File: src/rtl/ex_stage_muldiv.sv
// RV32IM execute stage: ALU, branch/jump redirect, iterative mul/div unit,
// and the EX/MEM pipeline register.
module ex_stage_muldiv #(
  parameter int BIT_W      = 32,
  parameter int MUL_CYCLES = 2,
  parameter int DIV_CYCLES = BIT_W
) (
  input  logic             clk,
  input  logic             rst,
  input  logic             valid_in,
  input  logic [BIT_W-1:0] pc_in,
  input  logic [BIT_W-1:0] rs1_dat_in,
  input  logic [BIT_W-1:0] rs2_dat_in,
  input  logic [BIT_W-1:0] imm,
  input  logic             fwd_a_flag,
  input  logic             fwd_b_flag,
  input  logic [BIT_W-1:0] fwd_a_dat,
  input  logic [BIT_W-1:0] fwd_b_dat,
  input  logic             alusrc_in,
  input  logic [3:0]       aluctrl_in,
  input  logic             muldiv_in,
  input  logic [2:0]       funct3_in,
  input  logic             jal_in,
  input  logic             jalr_in,
  input  logic             branch_in,
  input  logic [4:0]       rd_in,
  input  logic             memrd_in,
  input  logic             memwr_in,
  input  logic             mem2reg_in,
  input  logic             regwr_in,
  input  logic             stall_in,
  input  logic             flush_in,
  output logic [BIT_W-1:0] alu_result,
  output logic [BIT_W-1:0] mem_wdata,
  output logic [BIT_W-1:0] pc_plus_4,
  output logic [4:0]       rd_out,
  output logic             memrd_out,
  output logic             memwr_out,
  output logic             mem2reg_out,
  output logic             regwr_out,
  output logic             jump_out,
  output logic             valid_out,
  output logic             ex_busy,
  output logic             jump_noblock,
  output logic             branch_taken,
  output logic [BIT_W-1:0] pc_target_noblock
);
  localparam int SH_W  = $clog2(BIT_W);
  localparam int MAXC  = (MUL_CYCLES > DIV_CYCLES) ? MUL_CYCLES : DIV_CYCLES;
  localparam int CNT_W = $clog2(MAXC + 1);

  typedef enum logic [1:0] {S_IDLE, S_MUL, S_DIV, S_DONE} state_t;
  state_t state, state_nx;

  logic [BIT_W-1:0] opa, opb, alu_a, alu_b, alu_out, pc4, jalr_sum;
  logic [SH_W-1:0]  shamt;
  logic             live, cond, busy, md_issue, div_sa, div_sb;

  // mul/div unit state
  logic [BIT_W-1:0]   md_a, md_b, quo, rem_q, dvs, md_result;
  logic [1:0]         md_op;
  logic               neg_q, neg_r, div_zero;
  logic [CNT_W-1:0]   cnt;
  logic               sa_mul, sb_mul;
  logic [2*BIT_W-1:0] prod;
  logic [BIT_W:0]     r_sh, r_diff;
  logic [BIT_W-1:0]   r_nx, q_nx, q_fix, r_fix, div_res;

  assign opa      = fwd_a_flag ? fwd_a_dat : rs1_dat_in;
  assign opb      = fwd_b_flag ? fwd_b_dat : rs2_dat_in;
  assign live     = valid_in & ~flush_in;
  assign pc4      = pc_in + BIT_W'(4);
  assign alu_a    = (jal_in | branch_in) ? pc_in : opa;
  assign alu_b    = alusrc_in ? imm : opb;
  assign shamt    = alu_b[SH_W-1:0];
  assign jalr_sum = opa + imm;

  assign pc_target_noblock = jalr_in ? {jalr_sum[BIT_W-1:1], 1'b0} : pc_in + imm;
  assign jump_noblock      = live & (jal_in | jalr_in);
  assign branch_taken      = live & branch_in & cond;

  // ALU: 0 and, 1 or, 2 add, 3 xor, 4 sll, 5 srl, 6 sub, 7 slt, 8 sltu, 9 sra, 10 pass B
  always_comb begin
    alu_out = '0;
    case (aluctrl_in)
      4'd0:    alu_out = alu_a & alu_b;
      4'd1:    alu_out = alu_a | alu_b;
      4'd2:    alu_out = alu_a + alu_b;
      4'd3:    alu_out = alu_a ^ alu_b;
      4'd4:    alu_out = alu_a << shamt;
      4'd5:    alu_out = alu_a >> shamt;
      4'd6:    alu_out = alu_a - alu_b;
      4'd7:    alu_out = BIT_W'($signed(alu_a) < $signed(alu_b));
      4'd8:    alu_out = BIT_W'(alu_a < alu_b);
      4'd9:    alu_out = BIT_W'($signed(alu_a) >>> shamt);
      4'd10:   alu_out = alu_b;
      default: alu_out = '0;
    endcase
  end

  // Branch condition on forwarded operands
  always_comb begin
    cond = 1'b0;
    case (funct3_in)
      3'b000:  cond = (opa == opb);
      3'b001:  cond = (opa != opb);
      3'b100:  cond = ($signed(opa) <  $signed(opb));
      3'b101:  cond = ($signed(opa) >= $signed(opb));
      3'b110:  cond = (opa <  opb);
      3'b111:  cond = (opa >= opb);
      default: cond = 1'b0;
    endcase
  end

  // Multiplier: operands extended per op, low 2*BIT_W bits of product are exact
  assign sa_mul = (md_op != 2'b11) & md_a[BIT_W-1];
  assign sb_mul = (md_op == 2'b01) & md_b[BIT_W-1];
  assign prod   = {{BIT_W{sa_mul}}, md_a} * {{BIT_W{sb_mul}}, md_b};

  // Restoring divider step on magnitudes; sign fix folded into the final step
  assign r_sh    = {rem_q, quo[BIT_W-1]};
  assign r_diff  = r_sh - {1'b0, dvs};
  assign r_nx    = r_diff[BIT_W] ? r_sh[BIT_W-1:0] : r_diff[BIT_W-1:0];
  assign q_nx    = {quo[BIT_W-2:0], ~r_diff[BIT_W]};
  assign q_fix   = div_zero ? '1 : (neg_q ? -q_nx : q_nx);
  assign r_fix   = div_zero ? md_a : (neg_r ? -r_nx : r_nx);
  assign div_res = md_op[1] ? r_fix : q_fix;

  assign md_issue = (state == S_IDLE) & live & muldiv_in;
  assign div_sa   = ~funct3_in[0] & opa[BIT_W-1];
  assign div_sb   = ~funct3_in[0] & opb[BIT_W-1];

  // FSM state register
  always_ff @(posedge clk) begin
    if (rst) state <= S_IDLE;
    else     state <= state_nx;
  end

  // FSM next state and busy handshake; flush returns to IDLE from any state
  always_comb begin
    state_nx = state;
    busy     = 1'b0;
    case (state)
      S_IDLE: if (md_issue) begin
        busy     = 1'b1;
        state_nx = funct3_in[2] ? S_DIV : S_MUL;
      end
      S_MUL: begin
        busy = 1'b1;
        if (cnt == CNT_W'(MUL_CYCLES - 1)) state_nx = S_DONE;
      end
      S_DIV: begin
        busy = 1'b1;
        if (cnt == CNT_W'(DIV_CYCLES - 1)) state_nx = S_DONE;
      end
      S_DONE: if (!stall_in) state_nx = S_IDLE;
      default: state_nx = S_IDLE;
    endcase
    if (flush_in) begin
      state_nx = S_IDLE;
      busy     = 1'b0;
    end
  end

  assign ex_busy = busy & ~rst;

  // Mul/div datapath: operand capture at issue, iteration, result register
  always_ff @(posedge clk) begin
    if (rst) begin
      md_a <= '0; md_b <= '0; md_op <= '0; quo <= '0; rem_q <= '0; dvs <= '0;
      neg_q <= 1'b0; neg_r <= 1'b0; div_zero <= 1'b0; cnt <= '0; md_result <= '0;
    end else begin
      case (state)
        S_IDLE: if (md_issue) begin
          md_a     <= opa;
          md_b     <= opb;
          md_op    <= funct3_in[1:0];
          quo      <= div_sa ? -opa : opa;
          dvs      <= div_sb ? -opb : opb;
          rem_q    <= '0;
          neg_q    <= div_sa ^ div_sb;
          neg_r    <= div_sa;
          div_zero <= (opb == '0);
          cnt      <= '0;
        end
        S_MUL: begin
          cnt <= cnt + CNT_W'(1);
          if (cnt == CNT_W'(MUL_CYCLES - 1))
            md_result <= (md_op == 2'b00) ? prod[BIT_W-1:0] : prod[2*BIT_W-1:BIT_W];
        end
        S_DIV: begin
          cnt   <= cnt + CNT_W'(1);
          rem_q <= r_nx;
          quo   <= q_nx;
          if (cnt == CNT_W'(DIV_CYCLES - 1)) md_result <= div_res;
        end
        default: ;
      endcase
    end
  end

  // EX/MEM register: stall holds, flush/busy/invalid loads a bubble
  always_ff @(posedge clk) begin
    if (rst) begin
      alu_result <= '0; mem_wdata <= '0; pc_plus_4 <= '0; rd_out <= '0;
      memrd_out <= 1'b0; memwr_out <= 1'b0; mem2reg_out <= 1'b0;
      regwr_out <= 1'b0; jump_out <= 1'b0; valid_out <= 1'b0;
    end else if (!stall_in) begin
      if (flush_in | busy | ~valid_in) begin
        alu_result <= '0; mem_wdata <= '0; pc_plus_4 <= '0; rd_out <= '0;
        memrd_out <= 1'b0; memwr_out <= 1'b0; mem2reg_out <= 1'b0;
        regwr_out <= 1'b0; jump_out <= 1'b0; valid_out <= 1'b0;
      end else begin
        alu_result  <= (muldiv_in && state == S_DONE) ? md_result :
                       ((jal_in | jalr_in) ? pc4 : alu_out);
        mem_wdata   <= opb;
        pc_plus_4   <= pc4;
        rd_out      <= rd_in;
        memrd_out   <= memrd_in;
        memwr_out   <= memwr_in;
        mem2reg_out <= mem2reg_in;
        regwr_out   <= regwr_in;
        jump_out    <= jal_in | jalr_in;
        valid_out   <= 1'b1;
      end
    end
  end
endmodule

File: config.mk
export PLATFORM = sky130hd
export DESIGN_NAME = ex_stage_muldiv
export DESIGN_NICKNAME = d
export VERILOG_FILES = /design/src/rtl/ex_stage_muldiv.sv
export SDC_FILE = /design/constraint.sdc
export NUM_CORES = 2
export LEC_CHECK = 0
export BUFFER_PORTS_ARGS = -buffer_cell sky130_fd_sc_hd__buf_4
export CAP_MARGIN = 30
export CORE_AREA = 2 2 375 377
export DETAILED_ROUTE_END_ITERATION = 6
export DIE_AREA = 0 0 377 379
export HOLD_SLACK_MARGIN = 0.03
export PLACE_DENSITY = 0.76
export REMOVE_ABC_BUFFERS = 1
export SYNTH_ARGS = -nofsm -noshare
export SYNTH_HDL_FRONTEND = slang
export SYNTH_SLANG_ARGS = --single-unit
File: constraint.sdc
create_clock -name clk -period 14.1 [get_ports clk]
set_clock_uncertainty 0.1 [all_clocks]
set_input_delay 1.41 -clock clk [delete_from_list [all_inputs] [get_ports clk]]
set_output_delay 1.41 -clock clk [all_outputs]
set_load 0.02 [all_outputs]
==> results.json <==
{
  "synth_cells": 8754,
  "grtUsageMet2_pct": 61.0,
  "cts.sinks": 311,
  "grt_pass1_vias": 67700,
  "r2r_slack_ns": 4.37,
  "crit_type": "reg2reg",
  "syn_avg_cell_area_um2": 8.05,
  "cts_tree": "yes",
  "final_antenna_net_count": 0,
  "r2r_cells": 32,
  "remaining_drc_errors": 0,
  "min_to": "dvs[7]",
  "placedCellCount": 10500,
  "hold_violations": 0,
  "via_count": 66100,
  "synth_edf_count": 0,
  "postCtsSetupRepairBufs": 0,
  "die_w_um": 377,
  "initial_core_util_pct": 50.7,
  "grt_use_total_pct": 38.0,
  "met3_usage_pct": 9.12,
  "synth_area_um2": 70500,
  "power_density_nw_per_um2": 60.7,
  "reg2reg_to": "md_result[29]",
  "grt_max_degree": 90,
  "first_pass_iters": 6,
  "fin_setup_tns_ns": 0,
  "path_common_cell": "fa_1",
  "post_drt_wl_per_cell_um": 25.6,
  "syn2layout_area_growth_pct": 8.09,
  "placed_cell_area_um2": 74700,
  "grt_setup_unrepaired": "false",
  "ys_async_sr_fraction_pct": 0,
  "ys_types": 95,
  "relSlewSlack_pct": 24.3,
  "std_cell_rows": 137,
  "synth_seq_cells": 311,
  "setup_viol_count_final": 0,
  "cp-end-kind": "register",
  "grt_antenna_before_repair": 32,
  "r2r_start": "md_op[0]",
  "final.fill_count": 12800,
  "initialDrtViolationCount": 6936,
  "period_minus_slack_ns": 9.73,
  "worst_ep_arrival_time_ns": 10.11,
  "design.die.area_um2": 143000,
  "finalInstanceArea_um2": 76200,
  "crit_required_ns": 14.48,
  "core_um2": 139000,
  "nets": 10600,
  "cts_resized": 0,
  "status": "finished clean",
  "ctsHtreeMaxLevel": 2,
  "synth_top_cells_by_area": "fa_1 (32%), dfxtp_1 (8.8%), ha_1 (7.9%)",
  "grt-ovfl-total": 0,
  "totalWireLength_mm": 272,
  "fmax_mhz": 103,
  "dp_hpwl_mm": 218,
  "yosysSeqAreaShare_pct": 8.84,
  "synthFlopType": "dfxtp_1",
  "drive_above_1_share_pct": 8.63,
  "hold_buffers": 0,
  "maxCapViolations": 0,
  "synth_top_area_share_pct": 32.1,
  "die_h_um": 379,
  "p_leak_uw": 0.0347,
  "yosys_warnings": 0,
  "root_buffer": "clkbuf_16",
  "grt_busiest_layer": "met2",
  "clk_latency_ns": 0.61,
  "cts_max_path_buffers": 3,
  "met1_usage_pct": 45.3,
  "cp_slowest_cell": "fa_1",
  "slowest_delay_ns": 0.88,
  "ios": 362,
  "portBuffers": 361,
  "worstHoldStart": "dvs[7]",
  "cts_made_buffers": 40,
  "grt_first_pass_wirelength_mm": 410,
  "viasPerCell": 6.23,
  "fin_crit_sh_pct": 69.0,
  "critPathMaxFanout": 20,
  "clk_pin_slew_ns": 0.06,
  "min_path_cells": 2,
  "fin_cells": 10600,
  "tightest_slew_ns": 1.12,
  "synth_top_area_cell": "fa_1",
  "slew_viol_final": 0,
  "vdd_drop_max_v": 0.0000934,
  "startpoint_type": "register",
  "routabilityCongestion": 1.09,
  "hold_path_class": "reg2reg"
}
-- cells in the mapped netlist, types with 23 or more instances --
| master | count |
|---|---|
| inv_1 | 1434 |
| nand3_1 | 105 |
| a22oi_1 | 121 |
| nor2_1 | 588 |
| xor2_1 | 93 |
| a211oi_1 | 116 |
| ha_1 | 447 |
| o31ai_1 | 55 |
| o211ai_1 | 83 |
| nand2_1 | 1189 |
| a311oi_1 | 23 |
| a21oi_1 | 371 |
| nor4_1 | 30 |
| clkbuf_1 | 494 |
| o21ai_0 | 346 |
| xnor2_1 | 180 |
| a21o_1 | 105 |
| and2_1 | 293 |
| o22ai_1 | 37 |
| a31oi_1 | 64 |
| or2_2 | 35 |
| nand2b_1 | 42 |
| nor2b_1 | 31 |
| buf_1 | 23 |
| nand4_1 | 52 |
| o21a_1 | 46 |
| nor3_1 | 91 |
| dfxtp_1 | 311 |
| mux2_2 | 64 |
| fa_1 | 1130 |
| o21bai_1 | 38 |
| and3_1 | 55 |
| buf_2 | 24 |
| mux2i_1 | 210 |
| o221ai_1 | 28 |
| a221oi_1 | 58 |
| or3_1 | 42 |
-- cells by family after synthesis --
group	count (synthesis)	synth area share [%]
AO/OA/AOI/OAI	1710	16.2
XOR/XNOR	273	3.39
adder cells (fa/ha/maj)	1577	40.0
buffers and inverters	1988	10.7
flip-flops	311	8.84
multiplexers	275	4.03
AND/OR/NAND/NOR	2620	16.8
-- layout make-up --
class	instances	area (µm²)	share of cell area, %
multi-input combinational	6455	56800	74.6
tap	1807	2260	2.97
clock buffer	52	1150	1.51
inverter	1439	5400	7.09
clock inverter	18	299	0.393
sequential	311	6230	8.18
timing repair buffer	525	3980	5.23
antenna	12	30.0	0.0394
-- worst max path at each step --
stage	from	to	slack [ns]	cells past startpoint
floorplan	fwd_b_flag	alu_result[26]	3.35	16
global placement	md_op[0]	md_result[21]	4.72	30
detailed placement	md_op[0]	md_result[29]	4.53	32
CTS	md_op[0]	md_result[29]	4.46	32
global route	md_op[0]	md_result[29]	3.80	32
finish	md_op[0]	md_result[29]	4.37	32
-- cell usage in the layout (no fill, tap or decap), types with 30 or more instances in the layout --
master,count
nor3_1,90
inv_1,1433
nor2b_1,30
a21oi_1,370
a221oi_1,58
a21o_1,105
nand3_1,104
a211oi_1,116
o31ai_1,55
buf_4,517
and3_1,54
clkbuf_16,42
a31oi_1,64
xnor2_1,180
or2_2,35
and2_1,293
mux2_2,64
dfxtp_1,306
o21a_1,46
or3_1,42
nor2_1,582
ha_1,446
nand2_1,1187
o22ai_1,37
nand4_1,52
nand2b_1,41
mux2i_1,208
fa_1,1130
o21bai_1,38
xor2_1,93
o211ai_1,83
a22oi_1,121
o21ai_0,345
-- through the flow --
stage               utilization [%]  hold WS [ns]  power (µW)  setup slack (ns)
floorplan                         -         0.326        2470              3.35
global placement               53.7         0.340        3340              4.72
detailed placement             53.8         0.344        3360              4.53
CTS                            54.8         0.353        4540              4.46
global route                   54.8         0.372        4820              3.80
finish                         54.9         0.352        4620              4.37
-- power by group --
part	switching [µW]	internal [µW]	total, µW
sequential	32.9	909	942
clock	470	705	1170
combinational	1660	840	2500
total	2170	2450	4620
-- sequential cells by signal (all words and copies together), names as in the netlist, 32 cells and up --
signal and count:
quo 32, md_a 32, mem_wdata 32, rem_q 32, pc_plus_4 32, md_result 32
alu_result 32, md_b 32
-- metal layers --
layer  vias up  wire length [µm]
li1      28400                 -
met1     32800             99300
met2      3745            123000
met3      1102             27900
met4        26             21400
met5         -               255
-- worst max-delay path: cells and delay by family, from the launching register on --
family                     cells  cell delay [ns]
adders and majority gates      9             4.65
DFF                            1             0.36
buffers and inverters          8             1.39
AOI/OAI and AO/OA             10             1.84
and+or+nand+nor                5             1.22
(Power assumes the default switching activity.)
